<file path="src/rtl/pc_stack_unit.sv">
`default_nettype none
// ============================================================================
// Module   : pc_stack_unit
// Purpose  : Fetch-stage next-PC selection with a hardware return-address
//            stack for CALL/RET and interrupt entry/RTI, with sticky
//            overflow/underflow flags.
// Options  : PC_STACK_INT_MASK_EN - block nested interrupts while one is
//            in service (until the matching RTI).
// Revision : 1.0 - initial release
// ============================================================================
module pc_stack_unit #(
  parameter int                ADDR_W       = 8,
  parameter int                STACK_DEPTH  = 4,
  parameter logic [ADDR_W-1:0] RESET_VECTOR = '0,
  parameter logic [3:0]        TWO_BYTE_OP  = 4'hC
) (
  input  logic                             clk,
  input  logic                             rst_n,
  input  logic                             pc_stall,
  input  logic                             interrupt_trigger,
  input  logic [ADDR_W-1:0]                interrupt_vector,
  input  logic                             pc_branch_taken,
  input  logic                             call_en,
  input  logic [ADDR_W-1:0]                call_ret_addr,
  input  logic [ADDR_W-1:0]                branch_target,
  input  logic                             ret_en,
  input  logic                             rti_en,
  input  logic [7:0]                       instr_fetched,
  input  logic                             err_clr,
  output logic [ADDR_W-1:0]                pc_current,
  output logic [$clog2(STACK_DEPTH+1)-1:0] stack_count,
  output logic                             stack_overflow,
  output logic                             stack_underflow
);

  localparam int                 c_cnt_w = $clog2(STACK_DEPTH + 1);
  localparam int                 c_idx_w = $clog2(STACK_DEPTH);
  localparam logic [c_cnt_w-1:0] c_full  = c_cnt_w'(STACK_DEPTH);
  localparam logic [c_cnt_w-1:0] c_one   = c_cnt_w'(1);

  logic [ADDR_W-1:0]  r_stack [STACK_DEPTH];
  logic [ADDR_W-1:0]  r_pc;
  logic [c_cnt_w-1:0] r_count;
  logic               r_ovf;
  logic               r_unf;

  logic               w_int_ok;
  logic               w_take_int;
  logic               w_pop;
  logic               w_call;
  logic               w_push;
  logic               w_full;
  logic               w_empty;
  logic [c_cnt_w-1:0] w_cnt_m1;
  logic [c_idx_w-1:0] w_wr_idx;
  logic [c_idx_w-1:0] w_rd_idx;
  logic [ADDR_W-1:0]  w_push_data;
  logic [ADDR_W-1:0]  w_top;
  logic [ADDR_W-1:0]  w_pc_inc;
  logic [ADDR_W-1:0]  w_pc_next;
  logic               w_unused;

`ifdef PC_STACK_INT_MASK_EN
  logic r_in_service;
  assign w_int_ok = ~r_in_service;
`else
  assign w_int_ok = 1'b1;
`endif

  // Only the opcode nibble affects instruction length.
  assign w_unused = ^instr_fetched[3:0];

  // Priority arbitration: a winning request suppresses every push/pop below it.
  assign w_take_int  = interrupt_trigger & w_int_ok;
  assign w_pop       = ~w_take_int & (ret_en | rti_en);
  assign w_call      = ~w_take_int & ~w_pop & call_en;
  assign w_push      = w_take_int | w_call;
  assign w_push_data = w_take_int ? r_pc : call_ret_addr;

  assign w_full   = (r_count == c_full);
  assign w_empty  = (r_count == '0);
  assign w_cnt_m1 = r_count - c_one;
  assign w_wr_idx = r_count[c_idx_w-1:0];
  assign w_rd_idx = w_cnt_m1[c_idx_w-1:0];
  assign w_top    = r_stack[w_rd_idx];

  assign w_pc_inc = r_pc + ((instr_fetched[7:4] == TWO_BYTE_OP) ? ADDR_W'(2) : ADDR_W'(1));

  always_comb begin
    w_pc_next = w_pc_inc;
    if (w_take_int) begin
      w_pc_next = interrupt_vector;
    end else if (w_pop) begin
      w_pc_next = w_empty ? RESET_VECTOR : w_top;
    end else if (w_call || pc_branch_taken) begin
      w_pc_next = branch_target;
    end else if (pc_stall) begin
      w_pc_next = r_pc;
    end
  end

  // Stack storage is not reset; occupancy is tracked solely by r_count.
  always_ff @(posedge clk) begin
    if (rst_n && w_push && !w_full) begin
      r_stack[w_wr_idx] <= w_push_data;
    end
  end

  always_ff @(posedge clk) begin
    if (!rst_n) begin
      r_pc    <= RESET_VECTOR;
      r_count <= '0;
      r_ovf   <= 1'b0;
      r_unf   <= 1'b0;
    end else begin
      r_pc <= w_pc_next;

      if (err_clr) begin
        r_ovf <= 1'b0;
        r_unf <= 1'b0;
      end

      // Error setting follows the clear so a coincident new error wins.
      if (w_push) begin
        if (w_full) begin
          r_ovf <= 1'b1;
        end else begin
          r_count <= r_count + c_one;
        end
      end else if (w_pop) begin
        if (w_empty) begin
          r_unf <= 1'b1;
        end else begin
          r_count <= w_cnt_m1;
        end
      end
    end
  end

`ifdef PC_STACK_INT_MASK_EN
  always_ff @(posedge clk) begin
    if (!rst_n) begin
      r_in_service <= 1'b0;
    end else if (w_take_int) begin
      r_in_service <= 1'b1;
    end else if (w_pop && rti_en) begin
      r_in_service <= 1'b0;
    end
  end
`endif

  assign pc_current      = r_pc;
  assign stack_count     = r_count;
  assign stack_overflow  = r_ovf;
  assign stack_underflow = r_unf;

endmodule
`default_nettype wire

</file>
<file path="config.mk">
export PLATFORM = sky130hd
export DESIGN_NAME = pc_stack_unit
export DESIGN_NICKNAME = d
export VERILOG_FILES = /design/src/rtl/pc_stack_unit.sv
export SDC_FILE = /design/constraint.sdc
export NUM_CORES = 1
export LEC_CHECK = 0
export CAP_MARGIN = 20
export CORE_ASPECT_RATIO = 1.2
export CORE_UTILIZATION = 62
export DETAILED_ROUTE_END_ITERATION = 10
export DONT_BUFFER_PORTS = 1
export PLACE_DENSITY = 0.85
export SLEW_MARGIN = 20
export SYNTH_ARGS = -nofsm -noshare
export SYNTH_HDL_FRONTEND = slang
export SYNTH_SLANG_ARGS = --single-unit
</file>
<file path="constraint.sdc">
create_clock -name clk -period 2.48 [get_ports clk]
set_input_delay 0.372 -clock clk [delete_from_list [all_inputs] [get_ports clk]]
set_output_delay 0.372 -clock clk [all_outputs]
set_load 0.05 [all_outputs]
</file>
---- Word level (Yosys, flattened, before mapping) ----
Memories as Yosys holds them, arrays and structs flattened.
Index checks and enable logic that the tools add are counted.
W data, S select, Z words.
cells by class
  bitwise logic cells ..................... 7
  multiplexer cells ....................... 20
  $add $sub $neg .......................... 3
  reductions and logical operators ........ 7
  equality and inequality tests ........... 5
operators with widths
  operator               count
  $mux W8                6
  $mux W3                4
  $mux W1                9
  $add A8 B2 Y8          1
  $eq A4 B4 Y1 const B   1
  $ne A2 B2 Y1 const B   2
  $ne A4 B1 Y1 const B   1
  $add A3 B1 Y3 const B  1
  $and A1 B1 Y1          3
  $eq A3 B3 Y1 const B   1
  $logic_not A3 Y1       1
  $reduce_and A3 Y1      1
  $sub A3 B1 Y3 const B  1
  $logic_and A1 B1 Y1    2
  $mux W2                1
  $not A1 Y1             2
  $or A1 B1 Y1           2
  $reduce_bool A2 Y1     1
  $logic_not A1 Y1       1
  $logic_or A1 B1 Y1     1
word-level totals
  output and inout bits ................... 13
  input port bits ......................... 41
  memories kept ........................... 1
  register bits ........................... 13
  memory bits (writable) .................. 32
  word-level logic and storage cells ...... 47
memories
  name     words  bits a word  read ports  clocked after memory_dff  write ports  RTL line  source
  r_stack  4      8            1           0                         1            41        logic [ADDR_W-1:0] r_stack [STACK_DEPTH];

---- Logic depth before layout (Yosys ltp) ----
Gate-level depths: netlist of the first run.
  depth after elaboration ................. 10
  gate-level depth with buffers ........... 9
  depth with buffers taken out ............ 9

---- Worst setup path after synthesis of the first run ----
No wires, ideal clock.
  path type ............................... reg-to-reg
  from .................................... register r_count[0] (netlist: stack_count[0])
  to ...................................... memory r_stack[0][0] (enable)
  library setup time ...................... 0.332 ns
  period minus slack after synthesis ...... 2.357 ns
  setup slack ............................. 0.123 ns
  arrival ................................. 2.025 ns
  path buffers ............................ 1
  required time ........................... 2.148 ns
  cell stages (with the launch flop) ...... 7
  cells stage by stage .................... dfxtp_1 buf_2 inv_2 ha_1 ha_1 a21oi_4 and3_1
on the way
  cells in the longest elaborated chain, start to end .. 5
RTL lines
  what                           RTL line  source
  start, declared                43        logic [c_cnt_w-1:0] r_count;
  start signal, assigned         128       r_count <= r_count + c_one;
  start signal, assigned         134       r_count <= w_cnt_m1;
  $eq A3 B3 Y1                   80        assign w_full = (r_count == c_full);
  $logic_not A1 Y1               104       if (rst_n && w_push && !w_full) begin
  $logic_and A1 B1 Y1            104
  $mux W1                        104
  $mux W1 (implied by the code)  105       r_stack[w_wr_idx] <= w_push_data;
  end, declared                  41
Several ways; a longest one is shown, not always the timed one.

---- Worst setup path after layout of the first run ----
  from .................................... register r_count[0] (netlist: stack_count[0])
  to ...................................... memory r_stack[2][2] (enable)
The elaborated chain is that of the path after synthesis.

==> metrics, run 1 <==
Setup TNS 0 ns; Die ar. approximately 0.004 sq mm; final-layout fill cell count 220; Synth Instances 188; Post-CTS Hold Buffers 0; DR WL/cell ~20 um; clock-pin slew on the worst setup and hold paths 0.08 ns; Area growth syn-to-layout 8.28%; largest net degree at the start of global routing 21; met2 Usage GRT 0.452; busiest metal layer after global routing met2; Worst-Margin Slew around 0.67 ns; number of setup buffers added after CTS 0; total chip power around 2 mW; most common cell after layout, fill and taps aside edfxtp_1; outcome finished with violations; Tmin final 1.99 ns; Worst slew margin 0.551; Mean Syn Cell Area between 10 and 15 sq um; All-Layer GR Usage 0.265; CP max stage cell and3_1; power per cell area about 800 mW/mm^2; hold crit path type input port to flip-flop; Starting DRT DRC Count around 220; I/O Buffers 0; FF+latch count, synth 45; PostCTS Resize Cnt 0; critical path startpoint stack_count[0]$_SDFFE_PN0P_; startpoint type of the worst setup path flip-flop; H-tree Lvls 2; total CTS buffers 5; CTS tree done; Post-Syn Area roughly 0.0023 sq mm; RSZ-0062 raised after global routing no; Max Slew Vio Count 0; Area contributors post-synth edfxtp_1 (42%), dfxtp_1 (11%), mux4_2 (4.9%); initial antenna violation count 0; Clock Path Buffers 2; RR Startpoint stack_count[0]$_SDFFE_PN0P_; setup violators final 0; Critical Path Max Stage Delay slightly below 0.5 ns; DRT antenna net count 0; Vias/cell between 6 and 7; FF-to-FF path depth 5; Ys Warns 0; Vias ~1600; Setup Crit Path Kind flip-flop to flip-flop; Layout Nets around 250; Final Cycle Share 0.802; Mapped Nets between 200 and 250; DRC viols 8; share of cells above drive strength 1 0.162; most frequent cells in the layout edfxtp_1 (32), nand2_1 (13), dfxtp_1 (13); EDFF count, synth 32; Layout Cells excl Fill 234; Max Cap Viol 0; ys async rst share 0; post-DP HPWL between 3 and 4 mm; Worst EP required around 2.4 ns; Leakage between 0.8 and 0.9 nW; CP endpoint kind flip-flop; Final Hold Fails 0; Pre-antenna DRT Iters 8; Die Width around 58 um; Yosys top cell area share 0.416; total core area roughly 0.0035 sq mm; Yosys top cell by area edfxtp_1; top_reg_cell synth edfxtp_1; Final Wtd Congestion 0.890; grt total ovfl 0; hold_sp rst_n; Initial Util 0.669; met3 usage 0.0728; Num Clock Sinks 45; row count 23; sequential-to-total area share from yosys stat 0.528; Fmax 503 MHz; met1 global-route usage 0.313; count of cell types in the netlist 46; final wirelength ~4.8 mm; CTS root buffer clkbuf_8; crit-path cells inv_2 > ha_1 > ha_1 > a21oi_4 > and3_1; total inserted antenna cells 0; Crit path top cell by count ha_1; Clock Latency Late Sink 0.30 ns; VDD IR max about 0.00047 V; num ports 54; clock skew between 0.005 and 0.006 ns; Die H 68.9 um; vias in the first global route between 1500 and 2000; Cells after DPL roughly 230; crit-path max FO 10; worst hold path cell count 1; first-pass GRT wire length ~7.5 mm; Arr. time, crit path ~1.9 ns; violated checks DRC
## path summary, 6_finish.rpt
path                                 to  slack (ns)
max             r_stack[2][2]$_DFFE_PP_        0.49
min           stack_overflow$_SDFF_PN0_        0.18
max reg2reg     r_stack[2][2]$_DFFE_PP_        0.49
min reg2reg  pc_current[1]$_SDFFE_PN0P_        0.55
## layer usage
| metal | part of all wire | wire length (um) |
|---|---|---|
| met1 | 0.38 | 1830 |
| met2 | 0.49 | 2340 |
| met3 | 0.10 | 498 |
| met4 | 0.023 | 112 |
| met5 | 0 | 0 |
## state kept, by name, indices dropped and copies added (netlist names)
signal	cells
stack_underflow	1
pc_current	8
stack_count	3
stack_overflow	1
r_stack	32
## power breakdown
group	internal [mW]	switching, mW
Clock	0.296	0.244
Combinational	0.212	0.311
Sequential	0.877	0.0659
Total	1.38	0.621
## layout make-up
class	count	area [sq um]	area share
timing repair buffer	10	75.1	0.0300
sequential	45	1220	0.488
inverter	8	30.0	0.0120
clock inverter	3	41.3	0.0165
multi-input combinational	126	1020	0.408
tap	37	46.3	0.0185
clock buffer	5	68.8	0.0275
## worst max-delay path: cells and delay by family (launching register included)
kind	cells	cell delay [ns]
adders and majority gates	2	0.46
DFF	1	0.36
AOI/OAI and AO/OA	1	0.26
and+or+nand+nor	1	0.49
buffers and inverters	1	0.07
## synth_stat cells, types with 2 or more instances
cell type	number
o21ai_0	3
mux4_2	5
xnor2_1	4
mux2i_1	7
o22ai_1	5
mux2_1	8
nand2_1	13
o211ai_1	4
a2bb2oi_1	2
inv_2	2
xor2_1	2
nand3_1	4
edfxtp_1	32
clkbuf_1	3
and3_1	6
o221ai_1	5
a22oi_1	3
dfxtp_1	13
a31oi_1	4
buf_2	5
ha_1	8
a21boi_1	2
a211o_1	2
nor2b_1	3
inv_1	6
nor2_1	11
a21oi_1	7
## cells by family (layout without fill, tap and decap cells)
logic type,Yosys count,count (layout),share of synthesized area
AO/OA/AOI/OAI,45,45,0.146
flip-flops,45,45,0.528
buffers and inverters,17,26,0.0303
multiplexers,20,20,0.118
AND/OR/NAND/NOR,46,46,0.103
XOR/XNOR,6,6,0.0227
adder cells (fa/ha/maj),9,9,0.0520
## through the flow
stage	utilization	setup slack [ns]	area (sq um)	hold slack, ns
after floorplan	-	0.123	2310	0.591
after global placement	0.693	0.549	2390	0.493
after detailed placement	0.693	0.458	2390	0.495
after CTS	0.725	0.480	2500	0.175
after global routing	0.725	0.371	2500	0.197
final	0.725	0.491	2500	0.180
No activity file was read; power rests on OpenSTA's default activity.
==> run 2: changes to the inputs <==
==> constraint.sdc (replaced) <==
create_clock -name clk -period 2 [get_ports clk]
set_input_delay 0.3 -clock clk [delete_from_list [all_inputs] [get_ports clk]]
set_output_delay 0.3 -clock clk [all_outputs]
set_load 0.05 [all_outputs]
==> metrics, run 2 (same netlist as run 1, synthesis figures left out) <==
Num Clock Sinks 45 (unchanged); total inserted antenna cells 0 (unchanged); Clock Path Buffers 2 (unchanged); Worst-Margin Slew 0.653 ns (-0.0192 ns); utilization after layout 0.734 (+0.00978); hold_sp rst_n; post-DP HPWL 3.58 mm (+2.8%); first-pass GRT wire length 7.69 mm (+3.1%); clock-pin slew on the worst setup and hold paths 0.08 ns (about the same); Worst path top cell family by delay adder cells; FF-to-FF path depth 5 (unchanged); top sig layer met4; FF-to-FF End r_stack[2][0]$_DFFE_PP_; Tmin final 1.82 ns (-0.166 ns); startpoint type of the worst setup path flip-flop; clock skew 0.00524 ns (-0.000589 ns); Arr. time, crit path 1.81 ns (-0.13 ns); power per cell area 993 mW/mm^2 (+24%); row count 23 (unchanged); total core area 0.00345 sq mm (unchanged); setup violators final 0 (unchanged); Crit path top cell by count ha_1; CP endpoint kind flip-flop; worst hold path cell count 1 (unchanged); hold crit path type input port to flip-flop; vias in the first global route 1556 (-0.38%); Final Hold Fails 0 (unchanged); DR WL/cell 21.6 um (+5.7%); RSZ-0062 raised after global routing no; H-tree Lvls 2 (unchanged); Vias/cell 6.84 (-1.5%); Worst EP required 1.99 ns (-0.44 ns); FF-to-FF setup slack 0.18 ns (-0.31 ns); switch share 0.311 (+0.00110); Biggest register r_stack; Critical Path Max Stage Delay 0.38 ns (-0.11 ns); Post-CTS Hold Buffers 0 (unchanged); Die H 68.9 um (unchanged); VDD IR max 0.000719 V (+54%); P_sw 0.782 mW (+26%); Internal 1.74 mW (+25%); Layout Cells excl Fill 237 (+1.3%); wire length on met1 1.93 mm (+5.5%); most frequent cells in the layout edfxtp_1 (32), nand2_1 (13), buf_4 (13); share of cells above drive strength 1 0.210 (+0.0476); Starting DRT DRC Count 187 (-16%); clock share of power 0.265 (-0.004); RR Startpoint stack_count[0]$_SDFFE_PN0P_; DRT antenna net count 0 (unchanged); Initial Util 0.669 (unchanged); Clock Latency Late Sink 0.30 ns (about the same); All-Layer GR Usage 0.277 (+0.0113); Setup TNS 0 ns (unchanged); Leakage 0.912 nW (+1.6%); final wirelength 5.12 mm (+7.0%); PostCTS Resize Cnt 0 (unchanged); max FFs per register 32 (unchanged); Routed met2 length 2.58 mm (+10%); number of setup buffers added after CTS 0 (unchanged); CP max stage cell and3_2; num ports 54 (unchanged); crit-path max FO 10 (unchanged); Hold EP stack_overflow$_SDFF_PN0_; Max Cap Viol 0 (unchanged); routed wl met3 510 um (+2.4%); Worst slew margin 0.564 (+0.0128); Final Wtd Congestion 0.899 (+0.95%); Pre-antenna DRT Iters 7 (-1); initial antenna violation count 0 (unchanged); Area growth syn-to-layout 9.75%; Die ar. 0.00398 sq mm (unchanged); Max Slew Vio Count 0 (unchanged); Cells after DPL 229 (+1.3%); Setup Crit Path Kind flip-flop to flip-flop; Reg power frac 0.458 (-0.012); most common cell after layout, fill and taps aside edfxtp_1; outcome finished with violations; total CTS buffers 5 (unchanged); crit path buf inv count 1 (unchanged); cell depth of the worst setup path 5 (unchanged); crit-path cells inv_2 > ha_1 > ha_1 > a21oi_4 > and3_2; Fmax 549 MHz (+9.1%); I/O Buffers 0 (unchanged); grt total ovfl 0 (unchanged); Layout Nets 249 (+1.2%); Die Width 57.7 um (unchanged); CTS tree done; combinational share of power 0.277 (+0.016); Vias 1622 (-0.25%); DRC viols 8 (unchanged); violated checks DRC; largest net degree at the start of global routing 21 (unchanged); Final Cycle Share 0.912 (+0.109); CTS root buffer clkbuf_8
## run 2: cell types whose count changed in the layout (fill, tap and decap cells not counted), sizes merged
cell | before | now
buf | 10 | 13
## run 2: power groups by stage
| stage | logic (mW) | clock network, mW | registers, mW |
|---|---|---|---|
| 6_report | 0.697 | 0.668 | 1.15 |
| 5_1_grt | 0.741 | 0.708 | 1.16 |
| 4_1_cts | 0.695 | 0.679 | 1.15 |
| 3_5_place_dp | 0.686 | 0 | 1.17 |
| 3_3_place_gp | 0.656 | 0 | 1.17 |
| 2_1_floorplan | 0.415 | 0 | 1.28 |
## run 2: how the worst max path moves through the flow
stage | startpoint | to | slack, ns
global route | pc_current[1]$_SDFFE_PN0P_ | pc_current[6]$_SDFFE_PN0P_ | 0.09
global placement | instr_fetched[5] | pc_current[5]$_SDFFE_PN0P_ | 0.17
finish | stack_count[0]$_SDFFE_PN0P_ | r_stack[2][0]$_DFFE_PP_ | 0.18
CTS | stack_count[0]$_SDFFE_PN0P_ | r_stack[2][1]$_DFFE_PP_ | 0.16
floorplan | pc_current[1]$_SDFFE_PN0P_ | pc_current[6]$_SDFFE_PN0P_ | 0.05
detailed placement | instr_fetched[5] | pc_current[6]$_SDFFE_PN0P_ | 0.1
## run 2: per-layer routing
| layer | vias to the layer above | global-route usage |
|---|---|---|
| met1 | 783 | 0.327 |
| met3 | 9 | 0.0746 |
| met5 | - | 0 |
| met4 | 0 | 0.101 |
| met2 | 95 | 0.490 |
| li1 | 735 | - |
## run 2: area by class of cell
cell class | count | area (sq um)
Inverter | 8 | 30.0
Sequential cell | 45 | 1230
Timing Repair Buffer | 13 | 97.6
Clock inverter | 3 | 41.3
Tap cell | 37 | 46.3
Clock buffer | 5 | 68.8
Fill cell | 234 | 917
Multi-Input combinational cell | 126 | 1020
## run 2: stage by stage
stage	power (mW)	hold slack (ns)	worst slack [ns]	area (sq um)
after floorplan	1.69	0.519	0.0499	2320
after global placement	1.82	0.421	0.165	2430
after detailed placement	1.86	0.423	0.0995	2430
after CTS	2.53	0.105	0.157	2540
after global routing	2.61	0.105	0.0907	2540
final	2.52	0.115	0.177	2540
==> run 3: changes to the inputs <==
--- a/config.mk
+++ b/config.mk
@@ -7,10 +7,10 @@
 export LEC_CHECK = 0
 export CAP_MARGIN = 20
 export CORE_ASPECT_RATIO = 1.2
-export CORE_UTILIZATION = 62
+export CORE_UTILIZATION = 30
 export DETAILED_ROUTE_END_ITERATION = 10
 export DONT_BUFFER_PORTS = 1
-export PLACE_DENSITY = 0.85
+export PLACE_DENSITY = 0.51
 export SLEW_MARGIN = 20
 export SYNTH_ARGS = -nofsm -noshare
 export SYNTH_HDL_FRONTEND = slang
==> metrics, run 3 (same netlist as run 1, synthesis figures left out) <==
crit-path cells inv_2 > ha_1 > buf_12 > mux2i_1 > a22oi_1 > a21oi_1 > o22ai_1; largest net degree at the start of global routing 21 (unchanged); Worst EP required 2.15 ns (+0.16 ns); outcome complete, no violations; Layout Cells excl Fill 292 (+23%); I/O Buffers 0 (unchanged); Critical Path Max Stage Delay 0.40 ns (+0.02 ns); WHS 0.111 ns (-0.00370 ns); Final Cycle Share 0.866 (-0.0451); Biggest register r_stack; Starting DRT DRC Count 57 (-70%); most common cell after layout, fill and taps aside edfxtp_1; RR Startpoint stack_count[0]$_SDFFE_PN0P_; total inserted antenna cells 0 (unchanged); cell depth of the worst setup path 7 (+2); Die Width 82.1 um (+42%); Leakage 0.918 nW (+0.71%); Final Wtd Congestion 0.801 (-11%); dpl ws 0.107 ns (+0.00703 ns); Placed Instance Area 0.00252 sq mm (+3.9%); switch share 0.329 (+0.0187); Clock Latency Late Sink 0.30 ns (about the same); Worst slew margin 0.617 (+0.0536); P_sw 0.804 mW (+2.8%); CP max stage cell ha_1; Post-CTS Hold Buffers 0 (unchanged); Arr. time, crit path 1.89 ns (+0.08 ns); Max Cap Viol 0 (unchanged); Fmax 577 MHz (+5.2%); total CTS buffers 5 (unchanged); startpoint type of the worst setup path flip-flop; clock-pin slew on the worst setup and hold paths 0.10 ns (+0.02 ns); combinational share of power 0.297 (+0.020); CP endpoint kind flip-flop; grt total ovfl 0 (unchanged); final std cell area, no fill 0.00261 sq mm (+2.9%); Worst-Margin Slew 0.572 ns (-0.0811 ns); Layout Nets 251 (+0.80%); number of setup buffers added after CTS 0 (unchanged); Tmin final 1.73 ns (-0.0903 ns); Vias 1549 (-4.5%); VDD IR max 0.000274 V (-62%); total core area 0.00736 sq mm (+110%); Setup Crit Path Kind flip-flop to flip-flop; Area growth syn-to-layout 12.9%; vias in the first global route 1587 (+2.0%); num ports 54 (unchanged); DRT antenna net count 0 (unchanged); most frequent cells in the layout edfxtp_1 (32), buf_4 (14), nand2_1 (13); Cells after DPL 284 (+24%); Vias/cell 5.30 (-22%); setup violators final 0 (unchanged); Worst path top cell family by delay adder cells; FF-to-FF path depth 7 (+2); crit-path max FO 10 (unchanged); share of cells above drive strength 1 0.223 (+0.0128); DRC viols 0 (-8); first-pass GRT wire length 8.74 mm (+14%); critical path startpoint stack_count[0]$_SDFFE_PN0P_; final-layout fill cell count 731 (+210%); hold crit path type input port to flip-flop; crit path buf inv count 2 (+1); Initial Util 0.314 (-0.355); fin worst setup slack 0.267 ns (+0.0903 ns); utilization after layout 0.355 (-0.380); row count 34 (+48%); power per cell area 936 mW/mm^2 (-5.8%); Reg power frac 0.466 (+0.008); FF-to-FF End pc_current[2]$_SDFFE_PN0P_; PostCTS Resize Cnt 0 (unchanged); total chip power 2.44 mW (-3.0%); Num Clock Sinks 45 (unchanged); max FFs per register 32 (unchanged); Max Slew Vio Count 0 (unchanged); H-tree Lvls 2 (unchanged); DR WL/cell 19.7 um (-8.5%); CTS tree done; clock share of power 0.237 (-0.028); Clock Path Buffers 2 (unchanged); initial antenna violation count 0 (unchanged); Final Hold Fails 0 (unchanged); RSZ-0062 raised after global routing no; CP endpoint pc_current[2]$_SDFFE_PN0P_; clock skew 0.0134 ns (+0.00819 ns); post-DP HPWL 4.20 mm (+17%); Setup TNS 0 ns (unchanged); CTS root buffer clkbuf_8; final wirelength 5.77 mm (+13%); Die H 98.1 um (+42%); Internal 1.64 mW (-5.7%); All-Layer GR Usage 0.155 (-0.122); FF-to-FF setup slack 0.27 ns (+0.09 ns); Die ar. 0.00806 sq mm (+100%); Pre-antenna DRT Iters 4 (-3)
[run 3: power groups by stage]
stage	Combinational (mW)	Clock [mW]	Sequential [mW]
6_report	0.725	0.579	1.14
3_5_place_dp	0.733	0	1.16
2_1_floorplan	0.415	0	1.28
4_1_cts	0.735	0.591	1.14
5_1_grt	0.789	0.618	1.15
3_3_place_gp	0.730	0	1.16
[run 3: worst min-delay path by stage]
stage | slack [ns] | from | endpoint | cells past startpoint
after floorplan | 0.52 | err_clr | stack_underflow$_SDFF_PN0_ | 3
after global placement | 0.42 | rst_n | stack_overflow$_SDFF_PN0_ | 1
after detailed placement | 0.43 | rst_n | stack_overflow$_SDFF_PN0_ | 1
after CTS | 0.11 | rst_n | stack_overflow$_SDFF_PN0_ | 1
after global routing | 0.11 | rst_n | stack_overflow$_SDFF_PN0_ | 1
final | 0.11 | rst_n | stack_overflow$_SDFF_PN0_ | 1
[run 3: layout make-up]
class,count,area (sq um),area share
Clock buffer,5,68.8,0.0264
Clock inverter,3,21.3,0.00815
Inverter,8,30.0,0.0115
Multi-Input combinational cell,126,1020,0.393
Sequential cell,45,1230,0.470
Tap cell,90,113,0.0431
Timing Repair Buffer,15,125,0.0479
[run 3: routing by layer]
layer / vias to the layer above / wire length [um] / global-route usage
met4: 0 / 51 / 0.0445
met3: 5 / 332 / 0.0477
li1: 745 / - / -
met1: 764 / 2410 / 0.182
met2: 35 / 2970 / 0.264
met5: - / 0 / 0
